<file path="config.mk">
export PLATFORM = sky130hd
export DESIGN_NAME = multicycle_ctrl
export DESIGN_NICKNAME = d
export VERILOG_FILES = /design/src/rtl/multicycle_ctrl.sv
export SDC_FILE = /design/constraint.sdc
export NUM_CORES = 1
export LEC_CHECK = 0
export BUFFER_PORTS_ARGS = -buffer_cell sky130_fd_sc_hd__buf_2
export CAP_MARGIN = 0
export CORE_ASPECT_RATIO = 1.75
export CORE_UTILIZATION = 30
export DETAILED_ROUTE_END_ITERATION = 8
export HOLD_SLACK_MARGIN = 0.15
export SLEW_MARGIN = 30
export SYNTH_ARGS = -nofsm -noshare
export SYNTH_HDL_FRONTEND = slang
export SYNTH_SLANG_ARGS = --single-unit
export TNS_END_PERCENT = 100
</file>
<file path="constraint.sdc">
create_clock -name clk -period 1.7 [get_ports clk]
set_clock_uncertainty 0.05 [all_clocks]
set_input_delay 0.17 -clock clk [delete_from_list [all_inputs] [get_ports clk]]
set_output_delay 0.17 -clock clk [all_outputs]
set_load 0.01 [all_outputs]
</file>
<file path="src/rtl/multicycle_ctrl.sv">
// Multicycle RISC-V style control FSM with memory-ready wait counter and sticky timeout.
// Optional feature: define ILLEGAL_TRAP_EN to trap unrecognised opcodes in TRAP (left only by reset).
module multicycle_ctrl #(
    parameter int TIMEOUT_CYCLES = 15
) (
    input  logic       clk,
    input  logic       reset,
    input  logic [6:0] opcode,
    input  logic [2:0] funct3,
    input  logic       funct7_5,
    input  logic       zero,
    input  logic       mem_ready,
    output logic       mem_req,
    output logic       mem_we,
    output logic       adr_src,
    output logic       pc_write,
    output logic       ir_write,
    output logic       reg_write,
    output logic [1:0] alu_src_a,
    output logic [1:0] alu_src_b,
    output logic [3:0] alu_ctrl,
    output logic [1:0] result_src,
    output logic [3:0] state,
    output logic       retired,
    output logic       timeout_err,
    output logic       illegal
);
    localparam logic [3:0] S_FETCH    = 4'd0;
    localparam logic [3:0] S_DECODE   = 4'd1;
    localparam logic [3:0] S_MEMADR   = 4'd2;
    localparam logic [3:0] S_MEMREAD  = 4'd3;
    localparam logic [3:0] S_MEMWB    = 4'd4;
    localparam logic [3:0] S_MEMWRITE = 4'd5;
    localparam logic [3:0] S_EXECR    = 4'd6;
    localparam logic [3:0] S_ALUWB    = 4'd7;
    localparam logic [3:0] S_EXECI    = 4'd8;
    localparam logic [3:0] S_BEQ      = 4'd9;
    localparam logic [3:0] S_TRAP     = 4'd10;

    localparam int            CW    = $clog2(TIMEOUT_CYCLES + 1);
    localparam logic [CW-1:0] LIMIT = CW'(TIMEOUT_CYCLES);

    logic [3:0]    state_q;
    logic [3:0]    next_state;
    logic [CW-1:0] wait_cnt;
    logic          wait_state;
    logic          timeout_hit;
    logic          timeout_q;

    assign state       = state_q;
    assign timeout_err = timeout_q;
    assign wait_state  = (state_q == S_FETCH) || (state_q == S_MEMREAD) || (state_q == S_MEMWRITE);
    // A ready in the same cycle the limit is reached completes normally.
    assign timeout_hit = reset && wait_state && !mem_ready && (wait_cnt == LIMIT);

    // Outputs are all held at 0 while reset is low, which also kills any pending write/retire.
    always_comb begin
        next_state = state_q;
        mem_req    = 1'b0;
        mem_we     = 1'b0;
        adr_src    = 1'b0;
        pc_write   = 1'b0;
        ir_write   = 1'b0;
        reg_write  = 1'b0;
        alu_src_a  = 2'b00;
        alu_src_b  = 2'b00;
        alu_ctrl   = 4'b0000;
        result_src = 2'b00;
        retired    = 1'b0;
        if (reset) begin
            case (state_q)
                S_FETCH: begin
                    mem_req = !timeout_hit;
                    if (mem_ready) begin
                        ir_write   = 1'b1;
                        pc_write   = 1'b1;
                        alu_src_b  = 2'b10;
                        result_src = 2'b10;
                        next_state = S_DECODE;
                    end
                end
                S_DECODE: begin
                    alu_src_a = 2'b01;
                    alu_src_b = 2'b01;
                    case (opcode)
                        7'b0000011, 7'b0100011: next_state = S_MEMADR;
                        7'b0110011:             next_state = S_EXECR;
                        7'b0010011:             next_state = S_EXECI;
                        7'b1100011:             next_state = S_BEQ;
`ifdef ILLEGAL_TRAP_EN
                        default:                next_state = S_TRAP;
`else
                        default:                next_state = S_FETCH;
`endif
                    endcase
                end
                S_MEMADR: begin
                    alu_src_a  = 2'b10;
                    alu_src_b  = 2'b01;
                    next_state = (opcode == 7'b0000011) ? S_MEMREAD : S_MEMWRITE;
                end
                S_MEMREAD: begin
                    mem_req = !timeout_hit;
                    adr_src = 1'b1;
                    if (mem_ready)        next_state = S_MEMWB;
                    else if (timeout_hit) next_state = S_FETCH;
                end
                S_MEMWB: begin
                    result_src = 2'b01;
                    reg_write  = 1'b1;
                    retired    = 1'b1;
                    next_state = S_FETCH;
                end
                S_MEMWRITE: begin
                    mem_req = !timeout_hit;
                    mem_we  = 1'b1;
                    adr_src = 1'b1;
                    if (mem_ready) begin
                        retired    = 1'b1;
                        next_state = S_FETCH;
                    end else if (timeout_hit) begin
                        next_state = S_FETCH;
                    end
                end
                S_EXECR: begin
                    alu_src_a  = 2'b10;
                    alu_ctrl   = {funct7_5, funct3};
                    next_state = S_ALUWB;
                end
                S_EXECI: begin
                    alu_src_a  = 2'b10;
                    alu_src_b  = 2'b01;
                    // Only shifts (funct3 = 101) use bit 30 to pick SRAI over SRLI.
                    alu_ctrl   = {(funct3 == 3'b101) ? funct7_5 : 1'b0, funct3};
                    next_state = S_ALUWB;
                end
                S_ALUWB: begin
                    reg_write  = 1'b1;
                    retired    = 1'b1;
                    next_state = S_FETCH;
                end
                S_BEQ: begin
                    alu_src_a  = 2'b10;
                    alu_ctrl   = 4'b1000;
                    pc_write   = zero;
                    retired    = 1'b1;
                    next_state = S_FETCH;
                end
                S_TRAP:  next_state = S_TRAP;
                default: next_state = S_FETCH;
            endcase
        end
    end

    // The counter restarts on every state entry, including FETCH re-entered after a timeout.
    always_ff @(posedge clk) begin
        if (!reset) begin
            state_q   <= S_FETCH;
            wait_cnt  <= '0;
            timeout_q <= 1'b0;
        end else begin
            state_q <= next_state;
            if (timeout_hit)
                timeout_q <= 1'b1;
            if (timeout_hit || (next_state != state_q))
                wait_cnt <= '0;
            else if (wait_state && !mem_ready)
                wait_cnt <= wait_cnt + CW'(1);
        end
    end

`ifdef ILLEGAL_TRAP_EN
    logic illegal_q;
    always_ff @(posedge clk) begin
        if (!reset)
            illegal_q <= 1'b0;
        else if (next_state == S_TRAP)
            illegal_q <= 1'b1;
    end
    assign illegal = illegal_q;
`else
    assign illegal = 1'b0;
`endif
endmodule

</file>
==> results of run 1 <==
-- worst max-delay path, cell delays in order, from the launching register on --
cell,delay (ns)
dfxtp_4,0.36
or2_4,0.25
buf_4,0.17
nor4_1,0.44
o211ai_1,0.19
o311ai_4,0.15
nor4_1,0.08
-- final timing paths --
path | cells past startpoint | endpoint | slack, ns
setup / recovery | 6 | wait_cnt[0] | -0.12
hold / removal | 2 | timeout_err | 0.42
setup reg to reg | 6 | wait_cnt[0] | -0.12
hold reg to reg | 2 | timeout_err | 0.42
-- state kept, by name (all words and copies together) (netlist names) --
| register | count |
|---|---|
| state | 4 |
| timeout_err | 1 |
| wait_cnt | 4 |
-- layer usage --
metal | track usage [%] | up-vias | part of all wire (%)
met5 | 0 | - | 0
met4 | 13.9 | 0 | 6.7
met3 | 2.84 | 24 | 4.2
met2 | 43.7 | 61 | 55
met1 | 22.0 | 636 | 34
li1 | - | 647 | -
-- cell families (layout without fill, tap and decap cells) --
kind of cell,Yosys count,after routing
simple gates,66,66
compound gates,33,33
buf+inv,18,97
flops,9,9
xor+xnor,5,5
fa+ha+maj,1,1
other cells,1,1
mux,1,1
-- cell usage after synthesis, types with 2 or more instances --
library cell	n	area, um^2
nand2b_1	5	31.3
xor2_1	2	17.5
nand3_1	2	10.0
o21bai_1	2	15.0
o21a_1	4	30.0
inv_1	7	26.3
nor4_1	9	56.3
and2_1	3	18.8
a21oi_1	7	35.0
nand4_1	2	12.5
xnor2_1	3	26.3
dfxtp_1	9	180
nor2_1	21	78.8
nor3_1	7	35.0
buf_4	2	15.0
clkbuf_1	2	7.51
buf_6	2	22.5
a22oi_1	2	15.0
o21ai_0	4	20.0
a32oi_1	2	17.5
buf_2	4	20.0
nand2_1	4	15.0
a31oi_1	3	18.8
-- report_power, final --
group / leakage (uW) / switching, uW / internal (uW)
logic: 0.000700 / 117 / 107
registers: 0.0000765 / 9.47 / 213
clock network: 0.0000228 / 79.5 / 163
-- area by class of cell --
cell class                      instances  area, um^2
Clock buffer                            4        45.0
Fill cell                             259        1160
Inverter                                7        26.3
Multi-Input combinational cell        107         887
Sequential cell                         9         196
Tap cell                               42        52.6
Timing Repair Buffer                   86         597
-- per-stage QoR --
stage | TNS [ns] | std cells
after floorplan | -0.276 | 134
after global placement | -0.200 | 233
after detailed placement | -0.323 | 233
after CTS | -0.706 | 249
after global routing | -1.36 | 255
final | -0.615 | 255
-- timing repair --
| item | in CTS | in global routing |
|---|---|---|
| buffers inserted | 11 | 6 |
| pin swaps | 10 | 9 |
| gates resized for setup | 22 | 34 |
| setup endpoints to repair | 17 | 18 |
| cloned | 1 | 0 |
| hold buffers | 0 | 0 |
==> metrics, run 1 <==
status=complete, but fails checks; violated checks=setup timing; clock buffer depth=2; worst vdd ir=0.398 mV; Final ANT Viol Nets=0; final wirelength=3910 um; Simple-Gate Fraction of Synth Area=38.6%; adder-cell share of the synthesized area=1.32%; Diodes inserted=0; Global Route Usage Sum=23.3%; pin count of the biggest net entering global routing=10; hold_ws=0.424 ns; Area after DPL=1390 um^2; clk root buf=clkbuf_8; main combinational cell family by area after synthesis=simple AND/OR/NAND/NOR gates; Syn Std Cell Area=947 um^2; Worst Hold Class=register to register; most common cell after layout, fill and taps aside=buf_4; sequential area share after synthesis=19.0%; gpl congestion=0.861; Initial Util=32.0%; Synth Warn #=0; Die Wd=44.5 um; DP HPWL=2700 um; detailed-route wire length per cell=15.3 um; drt initial violations=24; critical path fanouts, max=6; reg2reg start=state[3]; die height=76.3 um; max cap viols=0; area delta synth->final=90.5%; Leakage=0.000799 uW; fin crit period=1.82 ns; # H-tree levels=1; Net Count, Synth=150; die area=3390 um^2; DR vias=1368; most frequent cells in the layout=39 x buf_4, 36 x buf_2, 18 x nor2_1; PortBufs=36; first-pass GRT wire length=5990 um; CP startpoint kind=register; drt drc=0; core region area=2960 um^2; CP Class=register to register; Final Max Tran Viols=0; clock sinks=9; Rows=26; RSZ-0062 raised after global routing=yes; nets=230; post-synthesis cell count=134; Final Hold Viols=0; Avg Synthesized Cell Area=7.07 um^2; finished layout cell area=1800 um^2; via count of the first global-routing pass=1359; Pre-antenna DRT Iters=4; critical path capture point type=register; Tcrit/Tclk final=107%; Reg clk slew, reported paths=0.04 ns; vias per cell=5.36; final setup vio count=9; hold_sp=timeout_err; Worst EP arrival=1.88 ns; fmax=549 MHz; fin util=60.9%; total global routing overflow=0; ys flop type=dfxtp_1; layout cells sized above 1=60.1%; Async S/R FF share, synth=0%; Worst Setup SP=state[3]; dpl ws=-0.111 ns; CP required=1.76 ns; total CTS buffers=3; synth unique cells=49; #FFs+latches synth=9; EDFF count, synth=0; Post-Synth XOR/XNOR Area=4.62%; TritonCTS clock tree=done; mux contribution to synthesized area=1.06%; setup ws final=-0.121 ns; Compound-Gate Fraction of Synth Area=25.0%; IO Count=38; initial antenna violation count=0; PwrDens=382 nW/um^2; total power=688 uW; worst-skew pair later-pin latency=0.23 ns
No activity file was read; power rests on OpenSTA's default activity.
==> run 2, diff against run 1 <==
Settings changed: PLACE_DENSITY_LB_ADDON set to 0.3.
==> metrics, run 2 (synthesis gave the netlist of run 1 again) <==
most frequent cells in the layout=36 x buf_2, 30 x buf_4, 17 x nor2_1; Placed Cells=233 (unchanged); Final ANT Viol Nets=0 (unchanged); M2 GR Usage=42.6% (-1.0 points); switch share=31.1% (+1.2 points); TritonCTS clock tree=done; worst-skew pair later-pin latency=0.24 ns (about the same); RSZ-0062 raised after global routing=yes; area delta synth->final=75.6%; Initial Util=32.0% (unchanged); critical path capture point type=output port; Global Route Usage Sum=22.7% (-0.57 points); global route hottest layer=met2; GR Layer Usage met1=21.2% (-0.79 points); Final Hold Viols=0 (unchanged); setup ws final=-0.124 ns (-0.00352 ns); most common cell after layout, fill and taps aside=buf_2; Combinational Power Share=30.1% (-2.3 points); Flop pwr share=32.9% (+0.5 points); Tcrit/Tclk final=107% (+0.21 points); fmax=548 MHz (-0.19%); total global routing overflow=0 (unchanged); DP HPWL=2770 um (+2.8%); worst vdd ir=0.399 mV (+0.14%); CP required=1.48 ns (-0.28 ns); PortBufs=36 (unchanged); Internal Power=472 uW (-2.3%); die area=3390 um^2 (unchanged); clock sinks=9 (unchanged); Worst Hold Class=primary input to register; IO Count=38 (unchanged); detailed-route wire length per cell=15.5 um (+1.1%); Final Max Tran Viols=0 (unchanged); gpl congestion=0.838 (-2.8%); CP startpoint kind=register; Clock power frac=37.1% (+1.9 points); die height=76.3 um (unchanged); clock buffer depth=2 (unchanged); non-filler instance count after layout=242 (-5.1%); Pre-antenna DRT Iters=4 (unchanged); max cap viols=0 (unchanged); Die Wd=44.5 um (unchanged); CP Class=register to output port; total CTS buffers=3 (unchanged); status=complete, but fails checks; clk root buf=clkbuf_8; critical path fanouts, max=5 (-1); first-pass GRT wire length=5800 um (-3.1%); fin crit period=1.82 ns (+0.00352 ns); initial antenna violation count=0 (unchanged); Leakage=0.000718 uW (-10%); # H-tree levels=1 (unchanged); DR vias=1295 (-5.3%); sw power=213 uW (+3.6%); Worst EP arrival=1.60 ns (-0.28 ns); core region area=2960 um^2 (unchanged); drt drc=0 (unchanged); via count of the first global-routing pass=1311 (-3.5%); pin count of the biggest net entering global routing=12 (+2); Reg clk slew, reported paths=0.05 ns (about the same); setup tns final=-0.535 ns (+0.0798 ns); hold_ws=0.312 ns (-0.112 ns); final wirelength=3750 um (-4.1%); final setup vio count=7 (-2); Diodes inserted=0 (unchanged); M3 GR Usage=1.66% (-1.2 points); layout cells sized above 1=55.5% (-4.6 points); PwrDens=412 nW/um^2 (+7.9%); vias per cell=5.35 (-0.25%); drt initial violations=30 (+25%); nets=217 (-5.7%); violated checks=setup timing; Rows=26 (unchanged)
==> run 2: what timing repair did <==
action                     in CTS  in global routing
gates resized for setup        18                 24
pin swaps                       4                  5
buffers inserted                5                  0
hold buffers                    0                  0
setup endpoints to repair      18                 16
==> run 2: final timing paths <==
kind / start / to / slack [ns] / depth (start not counted)
setup / recovery: state[3] / retired / -0.12 / 7
setup reg to reg: state[3] / wait_cnt[1] / -0.10 / 5
hold reg to reg: timeout_err / timeout_err / 0.43 / 2
hold / removal: reset / wait_cnt[3] / 0.31 / 4
==> run 2: layer usage <==
metal / routed length, um / up-vias
met1: 1300 / 603
met3: 121 / 16
li1: - / 622
met4: 169 / 0
met5: 0 / -
met2: 2160 / 54
==> run 2: cell type report <==
class	instances	area (um^2)
well taps	42	52.6
inverters	7	30.0
clock buffers	4	45.0
repair buffers	73	484
multi-input cells	107	856
fillers	293	1300
flip-flops and latches	9	195
==> run 2: critical path: stages (launching register included) <==
cell and delay, ns:
dfxtp_4 0.36, buf_6 0.13, buf_6 0.11, or3_1 0.37, o21ai_1 0.09, a21oi_1 0.09, nor2_1 0.09, buf_2 0.13
==> run 2: metrics by stage <==
| step | cell area, um^2 | total power (uW) | utilization [%] | setup slack, ns |
|---|---|---|---|---|
| 3_3_place_gp | 1390 | 397 | 46.9 | -0.0238 |
| 5_1_grt | 1660 | 710 | 56.2 | -0.224 |
| 4_1_cts | 1560 | 670 | 52.6 | -0.0854 |
| 2_1_floorplan | 992 | 325 | - | -0.0677 |
| 6_report | 1660 | 685 | 56.2 | -0.124 |
| 3_5_place_dp | 1390 | 402 | 46.9 | -0.0937 |
==> run 2: power groups by stage <==
stage	Sequential [uW]	Combinational [uW]	Clock, uW
2_1_floorplan	229	95.9	0
3_3_place_gp	229	168	0
3_5_place_dp	230	172	0
4_1_cts	223	184	263
5_1_grt	226	218	266
6_report	225	206	254
